**src/rtl/lsu_ctrl.sv**
```systemverilog
// rtl/lsu_ctrl.sv - load/store unit controller; LSU_MISALIGN_EN enables byte-split misaligned accesses
module lsu_ctrl (
    input  logic        clk,
    input  logic        rst,
    input  logic        ReqValid,
    output logic        ReqReady,
    input  logic        ReqWr,
    input  logic [2:0]  ReqCtrl,
    input  logic [31:0] ReqAddr,
    input  logic [31:0] ReqData,
    output logic        RspValid,
    output logic [31:0] RspData,
    output logic        RspErr,
    output logic [31:0] Address,
    output logic [31:0] DataWr,
    output logic        DMWr,
    output logic [2:0]  DMCtrl,
    input  logic [31:0] DataRd
);

    typedef enum logic [1:0] {IDLE, ACCESS, SPLIT, RESP} state_t;

    state_t      state;
    state_t      state_next;
    logic        wr_q;
    logic [2:0]  ctrl_q;
    logic [31:0] addr_q;
    logic [31:0] data_q;
    logic [31:0] rsp_data;
    logic        err_q;
    logic        illegal;
    logic        misaligned;
    logic        req_err;

`ifdef LSU_MISALIGN_EN
    logic [1:0]  byte_idx;
    logic [31:0] rd_buf;
    logic [31:0] buf_next;
    logic [31:0] split_result;
    logic [7:0]  store_byte;
    logic        split_last;
`endif

    assign illegal    = (ReqCtrl == 3'b011) || (ReqCtrl[2:1] == 2'b11) || (ReqWr && ReqCtrl[2]);
    assign misaligned = ((ReqCtrl[1:0] == 2'b01) && ReqAddr[0]) ||
                        ((ReqCtrl[1:0] == 2'b10) && (ReqAddr[1:0] != 2'b00));
`ifdef LSU_MISALIGN_EN
    assign req_err    = illegal;
`else
    assign req_err    = illegal || misaligned;
`endif

`ifdef LSU_MISALIGN_EN
    // Byte lane k of the split access, and the load buffer with byte k merged in
    always_comb begin
        store_byte = 8'h00;
        buf_next   = rd_buf;
        case (byte_idx)
            2'd0: begin store_byte = data_q[7:0];   buf_next[7:0]   = DataRd[7:0]; end
            2'd1: begin store_byte = data_q[15:8];  buf_next[15:8]  = DataRd[7:0]; end
            2'd2: begin store_byte = data_q[23:16]; buf_next[23:16] = DataRd[7:0]; end
            default: begin store_byte = data_q[31:24]; buf_next[31:24] = DataRd[7:0]; end
        endcase
    end

    assign split_last   = ctrl_q[1] ? (byte_idx == 2'd3) : (byte_idx == 2'd1);
    assign split_result = ctrl_q[1] ? buf_next :
                          ctrl_q[2] ? {16'h0000, buf_next[15:0]} :
                                      {{16{buf_next[15]}}, buf_next[15:0]};
`endif

    always_comb begin
        state_next = state;
        ReqReady   = 1'b0;
        RspValid   = 1'b0;
        Address    = 32'h0;
        DataWr     = 32'h0;
        DMWr       = 1'b0;
        DMCtrl     = 3'b010;
        case (state)
            IDLE: begin
                ReqReady = 1'b1;
                if (ReqValid) begin
                    if (req_err)
                        state_next = RESP;
`ifdef LSU_MISALIGN_EN
                    else if (misaligned)
                        state_next = SPLIT;
`endif
                    else
                        state_next = ACCESS;
                end
            end
            ACCESS: begin
                Address    = addr_q;
                DataWr     = data_q;
                DMWr       = wr_q;
                DMCtrl     = ctrl_q;
                state_next = RESP;
            end
`ifdef LSU_MISALIGN_EN
            SPLIT: begin
                Address = addr_q + {30'b0, byte_idx};
                DataWr  = {24'h0, store_byte};
                DMWr    = wr_q;
                DMCtrl  = 3'b000;
                if (split_last)
                    state_next = RESP;
            end
`endif
            RESP: begin
                RspValid   = 1'b1;
                state_next = IDLE;
            end
            default: state_next = IDLE;
        endcase
    end

    assign RspData = rsp_data;
    assign RspErr  = RspValid && err_q;

    // rsp_data only changes on entry to RESP so it holds between responses
    always_ff @(posedge clk) begin
        if (rst) begin
            state    <= IDLE;
            wr_q     <= 1'b0;
            ctrl_q   <= 3'b000;
            addr_q   <= 32'h0;
            data_q   <= 32'h0;
            rsp_data <= 32'h0;
            err_q    <= 1'b0;
`ifdef LSU_MISALIGN_EN
            byte_idx <= 2'd0;
            rd_buf   <= 32'h0;
`endif
        end else begin
            state <= state_next;
            case (state)
                IDLE: begin
                    if (ReqValid) begin
                        wr_q   <= ReqWr;
                        ctrl_q <= ReqCtrl;
                        addr_q <= ReqAddr;
                        data_q <= ReqData;
                        err_q  <= req_err;
                        if (req_err)
                            rsp_data <= 32'h0;
`ifdef LSU_MISALIGN_EN
                        byte_idx <= 2'd0;
                        rd_buf   <= 32'h0;
`endif
                    end
                end
                ACCESS: rsp_data <= wr_q ? 32'h0 : DataRd;
`ifdef LSU_MISALIGN_EN
                SPLIT: begin
                    rd_buf   <= buf_next;
                    byte_idx <= byte_idx + 2'd1;
                    if (split_last)
                        rsp_data <= wr_q ? 32'h0 : split_result;
                end
`endif
                default: ;
            endcase
        end
    end

endmodule

```
**config.mk**
```make
export PLATFORM = sky130hd
export DESIGN_NAME = lsu_ctrl
export DESIGN_NICKNAME = d
export VERILOG_FILES = /design/src/rtl/lsu_ctrl.sv
export SDC_FILE = /design/constraint.sdc
export NUM_CORES = 1
export LEC_CHECK = 0
export BUFFER_PORTS_ARGS = -buffer_cell sky130_fd_sc_hd__buf_2
export CORE_MARGIN = 5
export CORE_UTILIZATION = 45
export DETAILED_ROUTE_END_ITERATION = 10
export PLACE_DENSITY = 0.79
export RECOVER_POWER = 25
export SYNTH_ARGS = -nofsm -noshare
export SYNTH_HDL_FRONTEND = slang
export SYNTH_SLANG_ARGS = --single-unit
export TNS_END_PERCENT = 1
```
**constraint.sdc**
```tcl
create_clock -name clk -period 2.15 [get_ports clk]
set_clock_uncertainty 0.05 [all_clocks]
set_input_delay 0.215 -clock clk [delete_from_list [all_inputs] [get_ports clk]]
set_output_delay 0.215 -clock clk [all_outputs]
set_load 0.05 [all_outputs]
```
==> results.toml <==
[outcome]
outcome = "completed"

[synthesis]
synthDistinctLibCells = 21
yosysTopAreaCell = "dfxtp_1"
synth.most_common_cell = "nand2_1"
ys_top_cells_by_area = "dfxtp_1, nand2_1, and2_1"
seq_area_frac_synth_pct = 52.38
synth_top_area_share_pct = 52.38
async_flop_share_pct = 0
syn_nets = 565
synth_top_cells_by_count = "nand2_1, dfxtp_1, a21oi_1, and2_1, a22o_1"
syn_area_um2 = 3936
ys_ff_latch = 103
postSynthAreaPerCell_um2 = 8.520
synth_edf_count = 0
yosysWarnings = 0
synth_top_flop_cell = "dfxtp_1"
netlist_instances = 462

[routing]
remaining_drc_errors = 0
routed-via-count = 3789
vias_per_cell = 4.940
wl_per_cell_um = 14.01
firstDrtPassIters = 4
ant_nets = 0
drt_iter0_drc = 141
totalWireLength_mm = 10.75

[hold_path]
hp-start = "DataRd[23]"
whs_path_depth = 2
holdPathEnd = "RspData[23]$_SDFFE_PP0P_"
min_path_type = "in -> reg"

[power_and_ir_drop]
irDropWorstVdd_v = 0.0003906
p_per_area_nw_per_um2 = 777.5
p_total_mw = 4.104
leakagePower_nw = 2.577

[setup_path]
slowest_stage = "dfxtp_1"
cp.required_ns = 1.88
worstRegToRegCells = 4
crit_type = "reg -> out"
rr_endpoint = "data_q[16]$_SDFFE_PP0P_"
r2r_slack_ns = 0.39
max_stage_delay_ns = 0.44
cp-startpoint = "state[0]$_SDFFE_PP0P_"
worstReg2RegStart = "state[1]$_SDFFE_PP0P_"
cp-start-kind = "register"
cp.arrival_ns = 1.72
path_buf_inv = 2
path_delay_family = "buffers and inverters"
crit_fanout = 17
end_kind = "output port"
cp_cell_sequence = "nor2b_4, buf_4, and2_1, buf_2"

[placement]
portBuffers = 205
gp_congestion = 0.7885
place_ws_ns = 0.4003
dpl.hpwl_mm = 7.897

[cts]
cts_resized = 0
numCtsBuffers = 9
clock-sinks = 103
cts_tree = "built"
clock_latency_ns = 0.34
clk_path_buf_depth = 2
clkTransAtPathRegs_ns = 0.10
htreeDepth = 3
clockRootBuffer = "clkbuf_8"
postCtsHoldBufs = 0
postCtsSetupRepairBufs = 0

[grt]
first_global_vias = 3551
grt_max_degree = 53
grt_use_total_pct = 19.10
grt_first_pass_wirelength_mm = 17.37
antenna_found_initial = 0
grt-ovfl-total = 0

[cells_and_area]
area.growth.synth_to_final_pct = 34.11
diodes = 0
drive_gt1_share_pct = 36.27
fillCellCount = 794
layout.nets = 757

[sta]
setup_ws_ns = 0.1672
clock.fmax_mhz = 504.3
worst_pin_slew_ns = 0.4102
setup_violations = 0
fin_crit_sh_pct = 92.22
maxSlewViolCount = 0
finalCriticalPeriod_ns = 1.983
finalHoldViolations = 0
relSlewSlack_pct = 72.65

[die]
coreArea_um2 = 8636
start_util_pct = 45.58
num_io_pins = 206
die_area_um2 = 10720
row_count = 34
die_width_um = 103.5
dieHeight_um = 103.5

[run]
max_cap_violations = 0
-- worst max path at each step --
stage	to	slack [ns]	depth (start not counted)
2_1_floorplan	Address[12]	0.56	4
3_3_place_gp	RspData[12]$_SDFFE_PP0P_	0.45	5
3_5_place_dp	Address[10]	0.40	4
4_1_cts	Address[10]	0.01	4
5_1_grt	Address[8]	-0.005	4
6_report	Address[8]	0.17	4
-- flip-flops by register name, summed over array words and instances (netlist names) --
register	count
err_q	1
addr_q	32
data_q	32
RspData	32
wr_q	1
ctrl_q	3
state	2
-- per-stage QoR --
| stage | area, um2 | TNS (ns) | hold WS (ns) | cells | util [%] |
|---|---|---|---|---|---|
| floorplan | 3936 | 0 | 0.2979 | 462 | - |
| global placement | 5050 | 0 | 0.3816 | 747 | 58.48 |
| detailed placement | 5050 | 0 | 0.3848 | 747 | 58.48 |
| CTS | 5249 | 0 | 0.009224 | 763 | 60.78 |
| global route | 5279 | -0.005103 | 0.0001867 | 767 | 61.13 |
| finish | 5279 | 0 | 0.03028 | 767 | 61.13 |
-- routing by layer --
metal  share of wire (%)  global-route usage (%)  routed length [um]  up-vias
met2                  48                   32.06                5128      155
met3                 9.2                   7.090                 990        7
li1                    -                       -                   -     1896
met5                   0                       0                   0        -
met1                  42                   23.49                4562     1731
met4                0.60                   3.749                  64        0
-- area by class of cell --
type | instances | area (um2) | area share, %
repair buffers | 218 | 1174 | 22.23
clock buffers | 12 | 145.1 | 2.749
clock inverters | 4 | 53.80 | 1.019
well taps | 108 | 135.1 | 2.560
multi-input cells | 322 | 1709 | 32.38
flip-flops and latches | 103 | 2062 | 39.06
-- cell families after synthesis --
| kind of cell | share of synthesized area, % |
|---|---|
| and+or+nand+nor | 25.94 |
| AOI/OAI and AO/OA | 17.01 |
| DFF | 52.38 |
| buffers and inverters | 4.672 |
-- report_power, final --
group          switching [mW]  internal (mW)  total, mW
Clock                   0.628          0.576       1.20
Combinational           0.539          0.267      0.806
Sequential             0.0628           2.03       2.09
Total                    1.23           2.87       4.10
-- cell usage in the layout, fill, tap and decap left out --
cell type and n:
nor2b_1 1, nor4b_2 1, a22o_1 32, buf_2 205, or3b_2 1, or4_4 1
dfxtp_1 103, clkbuf_8 10, a311oi_4 1, a21oi_1 69, buf_4 9, buf_12 4
nor2b_4 1, inv_6 1, nor3b_2 1, nand2b_1 1, nand2_1 137, a221o_2 1
and3_1 1, nand3_1 1, nor2_1 4, clkinvlp_4 2, and2_1 68, bufinv_16 1
clkbuf_1 2, a31oi_1 1
Power figures use the tool's default switching activity.
